$ cat config.mk
export PLATFORM = sky130hd
export DESIGN_NAME = img_gray_conv_flat
export DESIGN_NICKNAME = d
export VERILOG_FILES = /design/src/rtl/img_gray_conv_if.sv /design/src/rtl/img_gray_conv.sv /design/src/flat_wrapper.sv
export SDC_FILE = /design/constraint.sdc
export NUM_CORES = 1
export LEC_CHECK = 0
export BUFFER_PORTS_ARGS = -buffer_cell sky130_fd_sc_hd__buf_2
export CORE_UTILIZATION = 64
export CTS_BUF_LIST = sky130_fd_sc_hd__clkbuf_4
export DETAILED_ROUTE_END_ITERATION = 7
export HOLD_SLACK_MARGIN = 0.05
export PLACE_DENSITY = 0.85
export SYNTH_ARGS = -nofsm -noshare
export SYNTH_HDL_FRONTEND = slang
export SYNTH_SLANG_ARGS = --single-unit
export TNS_END_PERCENT = 30
$ cat constraint.sdc
create_clock -name clk -period 5.4 [get_ports clk]
set_clock_uncertainty 0.1 [all_clocks]
set_input_delay 1.08 -clock clk [delete_from_list [all_inputs] [get_ports clk]]
set_output_delay 1.08 -clock clk [all_outputs]
set_load 0.02 [all_outputs]
$ cat src/rtl/img_gray_conv_if.sv
// Pixel stream bundle for img_gray_conv: RGB input side and grey output side.
// Ports: data/valid/sof/eol/ready_i toward the converter, data/valid/sof/eol/ready_o back.
interface img_gray_conv_if #(
    parameter int CW = 8
);
    logic [3*CW-1:0] data_i;
    logic            valid_i;
    logic            sof_i;
    logic            eol_i;
    logic            ready_o;

    logic [3*CW-1:0] data_o;
    logic            valid_o;
    logic            sof_o;
    logic            eol_o;
    logic            ready_i;

    modport master (
        output data_i, valid_i, sof_i, eol_i, ready_i,
        input  ready_o, data_o, valid_o, sof_o, eol_o
    );

    modport slave (
        input  data_i, valid_i, sof_i, eol_i, ready_i,
        output ready_o, data_o, valid_o, sof_o, eol_o
    );
endinterface

$ cat src/rtl/img_gray_conv.sv
// RGB to greyscale converter: 3-stage pipeline (products/max, sum, round/sat/threshold).
// Ports: clk, reset_n (async low), px stream bundle, mode_i/bin_en_i/thresh_i config, frame_cnt_o.
module img_gray_conv #(
    parameter int CW   = 8,
    parameter int MODE = 1,
    parameter int FRAC = 10,
    parameter int W_R  = 306,
    parameter int W_G  = 601,
    parameter int W_B  = 117
) (
    input  logic          clk,
    input  logic          reset_n,
    img_gray_conv_if.slave px,
    input  logic [1:0]    mode_i,
    input  logic          bin_en_i,
    input  logic [CW-1:0] thresh_i,
    output logic [15:0]   frame_cnt_o
);
    localparam int CFW   = FRAC + 1;
    localparam int PW    = CW + CFW;
    localparam int SW    = CW + FRAC + 3;
    localparam int K_AVG = ((1 << FRAC) + 1) / 3;

    localparam logic [CFW-1:0] C_R   = CFW'(W_R);
    localparam logic [CFW-1:0] C_G   = CFW'(W_G);
    localparam logic [CFW-1:0] C_B   = CFW'(W_B);
    localparam logic [CFW-1:0] C_K   = CFW'(K_AVG);
    localparam logic [SW-1:0]  HALF  = SW'(1) << (FRAC - 1);
    localparam logic [CW-1:0]  Y_MAX = '1;

    logic en;
    logic acc;

    assign en         = px.ready_i || !px.valid_o;
    assign acc        = px.valid_i && en;
    assign px.ready_o = en;

    // Run-time configuration, captured on each accepted start-of-frame
    logic [1:0]    mode_q;
    logic          bin_q;
    logic [CW-1:0] thr_q;

    // A sof pixel already uses the configuration it carries
    logic [1:0]    mode_e;
    logic          bin_e;
    logic [CW-1:0] thr_e;

    assign mode_e = px.sof_i ? mode_i   : mode_q;
    assign bin_e  = px.sof_i ? bin_en_i : bin_q;
    assign thr_e  = px.sof_i ? thresh_i : thr_q;

    always_ff @(posedge clk or negedge reset_n) begin
        if (!reset_n) begin
            mode_q <= 2'(MODE);
            bin_q  <= 1'b0;
            thr_q  <= '0;
        end else if (acc && px.sof_i) begin
            mode_q <= mode_i;
            bin_q  <= bin_en_i;
            thr_q  <= thresh_i;
        end
    end

    logic [CW-1:0]  r_in, g_in, b_in;
    logic [CFW-1:0] cr, cg, cb;
    logic [CW-1:0]  mx;
    logic           is_max;

    assign r_in = px.data_i[3*CW-1:2*CW];
    assign g_in = px.data_i[2*CW-1:CW];
    assign b_in = px.data_i[CW-1:0];

    always_comb begin
        cr     = C_R;
        cg     = C_G;
        cb     = C_B;
        is_max = 1'b0;
        unique case (1'b1)
            (mode_e == 2'd0): begin
                cr = C_K;
                cg = C_K;
                cb = C_K;
            end
            (mode_e == 2'd2): is_max = 1'b1;
            default: ;
        endcase
        mx = r_in;
        if (g_in > mx) mx = g_in;
        if (b_in > mx) mx = b_in;
    end

    // Stage 1: per-channel products and channel maximum
    logic          v1, sf1, el1, ms1, bin1;
    logic [CW-1:0] mx1, thr1;
    logic [PW-1:0] pr1, pg1, pb1;

    always_ff @(posedge clk or negedge reset_n) begin
        if (!reset_n) begin
            v1   <= 1'b0;
            sf1  <= 1'b0;
            el1  <= 1'b0;
            ms1  <= 1'b0;
            bin1 <= 1'b0;
            mx1  <= '0;
            thr1 <= '0;
            pr1  <= '0;
            pg1  <= '0;
            pb1  <= '0;
        end else if (en) begin
            v1   <= px.valid_i;
            sf1  <= px.valid_i && px.sof_i;
            el1  <= px.valid_i && px.eol_i;
            ms1  <= is_max;
            bin1 <= bin_e;
            mx1  <= mx;
            thr1 <= thr_e;
            pr1  <= PW'(r_in) * PW'(cr);
            pg1  <= PW'(g_in) * PW'(cg);
            pb1  <= PW'(b_in) * PW'(cb);
        end
    end

    // Stage 2: rounded sum of products
    logic          v2, sf2, el2, ms2, bin2;
    logic [CW-1:0] mx2, thr2;
    logic [SW-1:0] sum2;

    always_ff @(posedge clk or negedge reset_n) begin
        if (!reset_n) begin
            v2   <= 1'b0;
            sf2  <= 1'b0;
            el2  <= 1'b0;
            ms2  <= 1'b0;
            bin2 <= 1'b0;
            mx2  <= '0;
            thr2 <= '0;
            sum2 <= '0;
        end else if (en) begin
            v2   <= v1;
            sf2  <= sf1;
            el2  <= el1;
            ms2  <= ms1;
            bin2 <= bin1;
            mx2  <= mx1;
            thr2 <= thr1;
            sum2 <= SW'(pr1) + SW'(pg1) + SW'(pb1) + HALF;
        end
    end

    // Stage 3: scale down, saturate, optional binarisation
    logic [SW-1:0] ysh;
    logic [CW-1:0] ysat, ysel, yout;

    always_comb begin
        ysh  = sum2 >> FRAC;
        ysat = (ysh > SW'(Y_MAX)) ? Y_MAX : ysh[CW-1:0];
        ysel = ms2 ? mx2 : ysat;
        yout = ysel;
        if (bin2) yout = (ysel >= thr2) ? Y_MAX : '0;
    end

    always_ff @(posedge clk or negedge reset_n) begin
        if (!reset_n) begin
            px.valid_o <= 1'b0;
            px.sof_o   <= 1'b0;
            px.eol_o   <= 1'b0;
            px.data_o  <= '0;
        end else if (en) begin
            px.valid_o <= v2;
            px.sof_o   <= sf2;
            px.eol_o   <= el2;
            px.data_o  <= {3{yout}};
        end
    end

    always_ff @(posedge clk or negedge reset_n) begin
        if (!reset_n) begin
            frame_cnt_o <= '0;
        end else if (px.valid_o && px.ready_i && px.sof_o) begin
            frame_cnt_o <= frame_cnt_o + 16'd1;
        end
    end
endmodule
$ cat src/flat_wrapper.sv
// flat-port wrapper written by rule: the top's interface ports become plain ports
module img_gray_conv_flat 
#(
    parameter int CW   = 8,
    parameter int MODE = 1,
    parameter int FRAC = 10,
    parameter int W_R  = 306,
    parameter int W_G  = 601,
    parameter int W_B  = 117
)
  (clk, reset_n, mode_i, bin_en_i, thresh_i, frame_cnt_o, px_data_i, px_valid_i, px_sof_i, px_eol_i, px_ready_i, px_ready_o, px_data_o, px_valid_o, px_sof_o, px_eol_o);
  img_gray_conv_if #(.CW(CW)) px_i ();
  input  logic clk;
  input  logic reset_n;
  input  logic [1:0] mode_i;
  input  logic bin_en_i;
  input  logic [CW-1:0] thresh_i;
  output logic [15:0] frame_cnt_o;
  input wire logic [$bits(px_i.data_i)-1:0] px_data_i;
  input wire logic [$bits(px_i.valid_i)-1:0] px_valid_i;
  input wire logic [$bits(px_i.sof_i)-1:0] px_sof_i;
  input wire logic [$bits(px_i.eol_i)-1:0] px_eol_i;
  input wire logic [$bits(px_i.ready_i)-1:0] px_ready_i;
  output wire logic [$bits(px_i.ready_o)-1:0] px_ready_o;
  output wire logic [$bits(px_i.data_o)-1:0] px_data_o;
  output wire logic [$bits(px_i.valid_o)-1:0] px_valid_o;
  output wire logic [$bits(px_i.sof_o)-1:0] px_sof_o;
  output wire logic [$bits(px_i.eol_o)-1:0] px_eol_o;
  assign px_i.data_i = px_data_i;
  assign px_i.valid_i = px_valid_i;
  assign px_i.sof_i = px_sof_i;
  assign px_i.eol_i = px_eol_i;
  assign px_i.ready_i = px_ready_i;
  assign px_ready_o = px_i.ready_o;
  assign px_data_o = px_i.data_o;
  assign px_valid_o = px_i.valid_o;
  assign px_sof_o = px_i.sof_o;
  assign px_eol_o = px_i.eol_o;
  img_gray_conv #(.CW(CW), .MODE(MODE), .FRAC(FRAC), .W_R(W_R), .W_G(W_G), .W_B(W_B)) u_core (.clk(clk), .reset_n(reset_n), .px(px_i), .mode_i(mode_i), .bin_en_i(bin_en_i), .thresh_i(thresh_i), .frame_cnt_o(frame_cnt_o));
endmodule
==> results of run 1 <==
placed cells by master (no fill, tap or decap), types with 68 or more instances in the layout:
cell and instances:
buf_4 88, buf_2 83, o21ai_0 86, fa_1 68, a21oi_1 74, nand2_1 160, inv_1 177, nor2_1 85
ha_1 199, dfrtp_1 141
worst max-delay path by stage:
stage | cells after the start | from | slack (ns) | endpoint
final | 19 | px_sof_i | 0.19 | u_core.pb1[16]
after global placement | 21 | mode_i[1] | -0.35 | u_core.pb1[16]
after detailed placement | 21 | mode_i[1] | -0.52 | u_core.pb1[16]
after floorplan | 20 | px_sof_i | 0.006 | u_core.pb1[16]
after global routing | 19 | px_sof_i | 0.01 | u_core.pb1[16]
after CTS | 21 | mode_i[1] | 0.08 | u_core.pb1[16]
flip-flops by register name (all words and copies together) (netlist names), 2 cells and up:
register            count
u_core.sum2            10
u_core.thr_q            8
u_core.mode_q           2
u_core.mx1              8
u_core.mx2              8
u_core.px.data_o        8
u_core.pr1             17
u_core.pb1             17
u_core.thr2             8
u_core.thr1             8
u_core.frame_cnt_o     16
u_core.pg1             18
routing by layer:
metal | GRT usage (%) | part of all wire, % | vias to the layer above
met1 | 36.98 | 42 | 4912
met4 | 12.77 | 4.1 | 0
met5 | 0 | 0 | -
met2 | 53.12 | 49 | 318
li1 | - | - | 5016
met3 | 4.432 | 4.3 | 76
cell type report:
| cell class | instances | area (um^2) |
|---|---|---|
| diodes | 1 | 2.502 |
| clock buffers | 17 | 127.6 |
| clock inverters | 15 | 187.7 |
| fillers | 1407 | 5099 |
| inverters | 179 | 673.1 |
| multi-input cells | 1030 | 8423 |
| flip-flops and latches | 142 | 3555 |
| well taps | 265 | 331.6 |
| repair buffers | 174 | 1127 |
critical path: stages:
cell	delay (ns)
buf_2	0.13
o31a_2	0.43
buf_4	0.21
and2_1	0.15
ha_1	0.26
inv_1	0.05
fa_1	0.54
inv_1	0.06
fa_1	0.54
inv_1	0.07
fa_1	0.55
inv_1	0.05
ha_2	0.19
or3_1	0.39
o21ai_2	0.10
o31ai_2	0.10
o41ai_2	0.37
xor2_1	0.17
o21ai_0	0.08
power by group through the flow:
stage / registers [mW] / clock network, mW / logic [mW]
after floorplan: 1.77 / 0 / 5.52
after global placement: 1.82 / 0 / 7.04
after detailed placement: 1.84 / 0 / 7.35
final: 1.83 / 0.755 / 7.47
after CTS: 1.82 / 0.765 / 7.43
after global routing: 1.87 / 0.807 / 8.38
through the flow:
step                TNS (ns)  area [um^2]  utilization (%)  setup WS, ns  hold slack (ns)
finish                     0        14430            73.89        0.1930           0.3727
floorplan                  0        12950                -      0.006494           0.3300
detailed placement    -6.211        14100            72.22       -0.5242           0.3442
global route               0        14430            73.89       0.01024           0.3986
CTS                        0        14420            73.83       0.08336           0.3774
global placement      -3.736        14100            72.22       -0.3462           0.3429
kinds of logic (layout without fill, tap and decap cells):
kind of cell	count (synthesis)	after routing	share of synthesized area, %
DFF	142	142	27.78
and+or+nand+nor	371	371	13.06
AOI/OAI and AO/OA	283	283	14.48
muxes	28	28	2.298
other	2	16	0.05870
adders and majority gates	272	272	30.65
xor gates and xnor gates	61	61	4.176
buffers and inverters	238	385	7.500
==> run metrics, run 1 <==
antenna violations before repair=1; number of flops mapped to enable cells by yosys=0; area overhead of the layout relative to synthesis=12.76%; sequential element share of the synthesized area=27.78%; outcome=completed; largest voltage drop on the vdd net=0.5543 mV; Setup crit start kind=input pin; power share of the sequential group=a little under a fifth; number of pins with negative max-slew slack in the final report=0; leftover overflow at the end of global routing=0; clock input transition at the sequential cells of the worst setup and hold paths=around 0.14 ns; endpoint class of the critical path=flop; net switching fraction of the power=48.43%; worst reg2reg endpoint=u_core.pb1[16]; post-route non-filler standard cell count=1823; Post CTS Setup Buffer Count=0; CTS H-tree depth=4; upper clock frequency limit=192.1 MHz; internal power=roughly 5.2 mW; most used standard cell by instance count after synthesis=ha_1; Mapped Avg Cell Area=9.159 um^2; gate count of the mapped netlist=1397; Detailed Route Iter0 Violations=738; number of distinct standard cells referenced by the synthesized netlist=66; max capacitance violation total=0; starting utilization of the core area=65.53%; overall die height=143.4 um; leading cell types by total area after synthesis=dfrtp_1 (28%), ha_1 (20%), fa_1 (11%); endpoints failing hold=0; TritonCTS Buffers=17; signal arrival time at the worst endpoint=roughly 5.5 ns; full die area=20560 um^2; layout cells sized above 1=between 10% and 20%; post-cts sizing count=0; highest fanout seen on the critical path=9; share of total power in combinational logic=74.3%; Netlist Area Pre-Place=around 13000 um^2; RSZ-0062 raised after global routing=false; number of design rule violations left after detail routing=0; power per unit of standard cell area=696.9 nW/um^2; average wire length per cell after detail routing=15.93 um; cell chosen for the clock root=clkbuf_4; Tightest Hold Check Type=input pin to async pin; async set-reset flop share out of synthesis=100.0%; drt first pass iters=5; commonest register cell after synthesis=dfrtp_1; top cells by count, synth=ha_1 (203), inv_1 (178), nand2_1 (161); total leakage power=7.508 nW; count of synthesis-stage warnings from yosys=0; Cell Count Post-Placement=approximately 1.8k; Chip Width=143.4 um; global routing usage summed across all routing layers=30.21%; Post-CTS Hold Fix Bufs=0; total clock sinks=roughly 140; clk_lat worst skew=a little under 0.6 ns; deepest clock path buffer count=2; nets@finish=between 1.5k and 2k; Period Utilization, post-route=96.43%; P_sw=4.870 mW; wire length of the first global-routing pass=48550 um; Critical Setup Path Class=input pin to flop; number of global-route vias before repair=10.32k; final setup violation count=0; number of cells traversed by the worst register-to-register path=18; proportion of power drawn by the clock network=~7.5%; Total Wirelength=between 20000 and 30000 um; core region area=approximately 20000 um^2; worst-margin pin slew=roughly 0.98 ns; Power, Total=about 10 mW; Detailed Place HPWL=23050 um; CTS tree=done; Top-Level Pins=85; number of vias in the routed layout=slightly above 10k; routability congestion estimate from global placement=0.8895; largest net degree at the start of global routing=about 110; total number of placement rows=slightly above 50; post-DR vias/cell=5.662; count of port buffers added during placement=84; beginning of the worst register-to-register path=u_core.mode_q[1]; worst slew slack as a fraction of its limit=a little over a third; post-synth top area cell=dfrtp_1; R2R Setup Slk=around 0.31 ns; fraction of post-synthesis cell area in the top cell type by area=27.58%; post-layout min period=around 5.2 ns; FF+latch count, synth=between 100 and 150; Crit path required time=5.73 ns; count of antenna-violating nets left after detailed routing=0
Power figures use the tool's default switching activity.
==> run 2, diff against run 1 <==
==> constraint.sdc (replaced) <==
create_clock -name clk -period 5.4 [get_ports clk]
set_clock_uncertainty 0.1 [all_clocks]
set_input_delay 0.81 -clock clk [delete_from_list [all_inputs] [get_ports clk]]
set_output_delay 0.81 -clock clk [all_outputs]
set_load 0.02 [all_outputs]
==> run metrics, run 2 (same netlist as run 1, synthesis figures left out) <==
area overhead of the layout relative to synthesis=8.821%; routability congestion estimate from global placement=0.8966; Largest Register=u_core.pg1; Detailed Route Iter0 Violations=579; full die area=between 20000 and 25000 um^2; worst slew slack as a fraction of its limit=41.21%; crit-path max cell delay=approximately 0.6 ns; final core area utilization=between 70 and 80%; most frequent CP cell=fa_1; drt first pass iters=5; highest-count cells in the layout ignoring fill and taps=ha_1 (203), inv_1 (178), nand2_1 (161); number of vias in the routed layout=just over 10k; Chip Width=143.4 um; largest registers=u_core.pg1 (18), u_core.pb1 (17), u_core.pr1 (17); count of antenna-violating nets left after detailed routing=0; Total Wirelength=between 20000 and 30000 um; post-cts sizing count=0; critical-path cell list=o31a_1 > nand2_1 > fa_1 > inv_1 > fa_1 > fa_1 > inv_1 > fa_1 > inv_1 > ha_1 > o21ai_0 > nor2_1 > nor4_1 > o31ai_1 > o41ai_2 > xor2_1 > o21ai_0; total leakage power=roughly 7.2 nW; layout cells sized above 1=13.27%; Setup crit start kind=flop; post-DR vias/cell=5.745; average wire length per cell after detail routing=16.01 um; clock input transition at the sequential cells of the worst setup and hold paths=between 0.1 and 0.15 ns; Fill cells=1408; total number of placement rows=51; outcome=completed; TritonCTS Buffers=17; cell chosen for the clock root=clkbuf_4; max reg flops=18; RSZ-0062 raised after global routing=false; global routing usage summed across all routing layers=29.40%; total negative slack for setup checks=0 ns; leftover overflow at the end of global routing=0; number of global-route vias before repair=~10k; worst-margin pin slew=between 0.8 and 0.9 ns; wire length of the first global-routing pass=47060 um; highest fanout seen on the critical path=7; combined area of the multi-input logic cells=8346 um^2; Critical Setup Path Class=flop to flop; master of the slowest instance on the critical path=dfstp_2; Area after DPL=about 14000 um^2; Power, Total=9.691 mW; most common cell after layout, fill and taps aside=ha_1; clk_lat worst skew=0.56 ns; number of design rule violations left after detail routing=0; endpoints failing hold=0; Top-Level Pins=85; Detailed Place HPWL=22890 um; final cell area excluding filler cells=13920 um^2; number of pins with negative max-slew slack in the final report=0; nets@finish=roughly 1.8k; final setup violation count=0; overall die height=143.4 um; largest voltage drop on the vdd net=0.5122 mV; core region area=19530 um^2; largest net degree at the start of global routing=97; post-layout min period=5.115 ns; total clock sinks=about 140; power per unit of standard cell area=696.0 nW/um^2; deepest clock path buffer count=2; starting utilization of the core area=65.53%; Tightest Hold Check Type=input pin to async pin; antenna violations before repair=0; max capacitance violation total=0; signal arrival time at the worst endpoint=~5.5 ns; endpoint class of the critical path=flop; Period Utilization, post-route=94.73%; upper clock frequency limit=around 200 MHz; CTS H-tree depth=4; count of port buffers added during placement=84; Crit path required time=5.73 ns; FF+latch area=3555 um^2; CTS tree=done
-- run 2: cell types whose count changed in the layout (fill, tap and decap cells not counted), sizes merged --
cell,before,now
clkinv,2,6
inv,189,186
bufinv,2,1
buf,174,124
-- run 2: stage by stage --
step	std cells	hold WS, ns	setup WS [ns]
finish	1773	0.2325	0.2848
global route	1772	0.2389	0.05793
CTS	1770	0.2291	0.1657
global placement	1738	0.3418	-0.1291
floorplan	1410	0.3300	0.08877
detailed placement	1738	0.3553	-0.3358
-- run 2: area by class of cell --
class                   count  share of cell area [%]
multi-input cells        1030                   59.94
flip-flops and latches    142                   25.53
repair buffers            124                   5.311
inverters                 179                   4.835
well taps                 265                   2.381
clock inverters            15                   1.069
clock buffers              17                  0.9166
diodes                      1                 0.01797
-- run 2: critical path: cells and delay by family (launching register included) --
family	cells	cell delay [ns]
and+or+nand+nor	3	0.57
AOI/OAI and AO/OA	5	1.00
xor gates and xnor gates	1	0.17
DFF	1	0.60
adders and majority gates	5	2.39
buffers and inverters	3	0.15
-- run 2: report_power, final --
group	internal (mW)	leakage, nW	total [mW]	switching, mW
Sequential	1.51	1.70	1.82	0.315
Combinational	3.12	5.38	7.19	4.07
Clock	0.243	0.152	0.676	0.433
Total	4.87	7.23	9.69	4.82
-- run 2: repair_timing --
| item | CTS | global route |
|---|---|---|
| hold buffers | 0 | 0 |
| setup endpoints to repair | 0 | 4 |
| hold endpoints to repair | 0 | 0 |
| buffers inserted | 0 | 2 |
-- run 2: path summary, 6_finish.rpt --
kind | startpoint | end | slack (ns) | depth (start not counted)
worst max-delay path | u_core.mode_q[0] | u_core.pb1[16] | 0.28 | 17
worst min-delay path | reset_n | u_core.frame_cnt_o[9] | 0.23 | 1
worst max register to register | u_core.mode_q[0] | u_core.pb1[16] | 0.28 | 17
worst min register to register | u_core.frame_cnt_o[15] | u_core.frame_cnt_o[15] | 0.38 | 1
max in group asynchronous | reset_n | u_core.thr2[6] | 3.89 | 2
min in group clk | px_eol_i | u_core.el1 | 0.37 | 3
-- run 2: per-layer routing --
| layer | vias to the layer above | global-route usage, % | wire (um) |
|---|---|---|---|
| met5 | - | 0 | 0 |
| met4 | 0 | 11.81 | 859 |
| met3 | 67 | 4.365 | 1427 |
| met2 | 310 | 52.68 | 14400 |
| met1 | 4901 | 35.34 | 11700 |
| li1 | 4908 | - | - |
==> run 3, diff against run 2 <==
RECOVER_POWER = 100   (was not set)
==> run metrics, run 3 (same netlist as run 1, synthesis figures left out) <==
outcome=finished, violations left; violated checks=max-capacitance violations, max-slew violations; average wire length per cell after detail routing=between 15 and 20 um; deepest clock path buffer count=2; Detailed Route Iter0 Violations=601; leftover overflow at the end of global routing=0; Setup crit end=u_core.pb1[15]; number of cells traversed by the worst register-to-register path=16; RSZ-0062 raised after global routing=false; global routing usage summed across all routing layers=between 20% and 30%; Fill cells=roughly 1.5k; count of antenna-violating nets left after detailed routing=0; worst reg2reg endpoint=u_core.pb1[15]; largest voltage drop on the vdd net=0.4707 mV; Total Wirelength=~28000 um; max capacitance violation total=2; CTS H-tree depth=4; largest registers=u_core.pg1 (18), u_core.pb1 (17), u_core.pr1 (17); post-layout min period=around 5.2 ns; number of global-route vias before repair=about 10k; clk_lat worst skew=between 0.5 and 0.6 ns; worst-margin pin slew=about 4.2 ns; post-DR vias/cell=approximately 5.8; Critical Setup Path Class=flop to flop; TritonCTS Buffers=17; clock input transition at the sequential cells of the worst setup and hold paths=0.14 ns; Largest Register=u_core.pg1; largest net degree at the start of global routing=97; number of pins with negative max-slew slack in the final report=162; highest-count cells in the layout ignoring fill and taps=ha_1 (203), inv_1 (178), nand2_1 (161); Tightest Hold Check Type=input pin to flop; Chip Width=143.4 um; power per unit of standard cell area=between 600 and 700 nW/um^2; full die area=20560 um^2; total number of placement rows=51; number of vias in the routed layout=10.21k; total clock sinks=142; nets@finish=1807; Detailed Place HPWL=approximately 23000 um; antenna violations before repair=0; layout cells sized above 1=9.290%; cell chosen for the clock root=clkbuf_4; routability congestion estimate from global placement=0.8966; CTS tree=done; final setup violation count=0; drt first pass iters=5; count of port buffers added during placement=84; total leakage power=7.051 nW; post-cts sizing count=0; Period Utilization, post-route=96.35%; Top-Level Pins=85; core region area=~20000 um^2; endpoint class of the critical path=flop; total negative slack for setup checks=0 ns; most common cell after layout, fill and taps aside=ha_1; highest fanout seen on the critical path=7; Post-CTS Hold Fix Bufs=0; endpoints failing hold=0; R2R Setup Slk=slightly below 0.2 ns; Post CTS Setup Buffer Count=0; wire length of the first global-routing pass=47060 um; worst slew slack as a fraction of its limit=-183.0%; starting utilization of the core area=~66%; final core area utilization=a little over two thirds; Crit path required time=5.74 ns; signal arrival time at the worst endpoint=5.54 ns; beginning of the worst register-to-register path=u_core.mode_q[0]; overall die height=between 100 and 150 um; critical path launch point=u_core.mode_q[0]; upper clock frequency limit=192.2 MHz; area overhead of the layout relative to synthesis=7.735%; max reg flops=18; Setup crit start kind=flop; number of design rule violations left after detail routing=0
## run 3: cell count changes in the layout (fill, tap and decap cells not counted), sizes merged
cell / before / now
clkbuf: 17 / 72
dlygate4sd2: 0 / 1
buf: 124 / 68
## run 3: area by class of cell
type	count	area (um^2)	share of cell area, %
diodes	1	2.502	0.01815
clock buffers	17	127.6	0.9258
clock inverters	15	148.9	1.080
inverters	179	673.1	4.883
multi-input cells	1030	8280	60.07
flip-flops and latches	142	3555	25.79
well taps	265	331.6	2.405
repair buffers	124	665.6	4.829
## run 3: where the power goes
part / total (mW) / switching, mW / internal, mW
registers: 1.83 / 0.317 / 1.51
logic: 7.00 / 4.00 / 3.00
clock network: 0.679 / 0.436 / 0.243
## run 3: metal layers
layer,GRT usage (%),wire [um],vias to the layer above
li1,-,-,4910
met1,35.34,11800,4905
met4,11.81,958,0
met2,52.68,14310,322
met3,4.365,1423,73
met5,0,0,-
## run 3: per-stage QoR
| stage | setup slack, ns | instance area [um^2] | hold WS (ns) | std cells | total power, mW |
|---|---|---|---|---|---|
| 6_report | 0.1973 | 13780 | 0.3603 | 1773 | 9.509 |
| 5_1_grt | 0.04162 | 13780 | 0.3244 | 1772 | 10.49 |
| 4_1_cts | 0.1657 | 13890 | 0.2291 | 1770 | 9.640 |
| 3_5_place_dp | -0.3358 | 13620 | 0.3553 | 1738 | 8.878 |
| 3_3_place_gp | -0.1291 | 13620 | 0.3418 | 1738 | 8.542 |
| 2_1_floorplan | 0.08877 | 12840 | 0.3300 | 1410 | 7.208 |
## run 3: how the worst min path moves through the flow
stage	startpoint	endpoint	slack (ns)	depth (start not counted)
after floorplan	u_core.v2	u_core.v2	0.33	2
after global placement	u_core.v2	u_core.v2	0.34	2
after detailed placement	u_core.el1	u_core.el1	0.36	2
after CTS	reset_n	u_core.frame_cnt_o[9]	0.23	1
after global routing	px_valid_i	u_core.v1	0.32	3
final	px_eol_i	u_core.el1	0.36	3
## run 3: critical path, cell delays in order, from the launching register on
cell and delay (ns):
dfstp_2 0.60, o31a_1 0.36, nand2_1 0.21, fa_1 0.53
inv_1 0.05, fa_1 0.47, fa_1 0.55, inv_1 0.06
fa_1 0.53, inv_1 0.04, ha_1 0.31, or2_2 0.28
a21oi_1 0.20, o31ai_1 0.13, o41ai_1 0.40, xnor2_1 0.16
o21ai_0 0.08
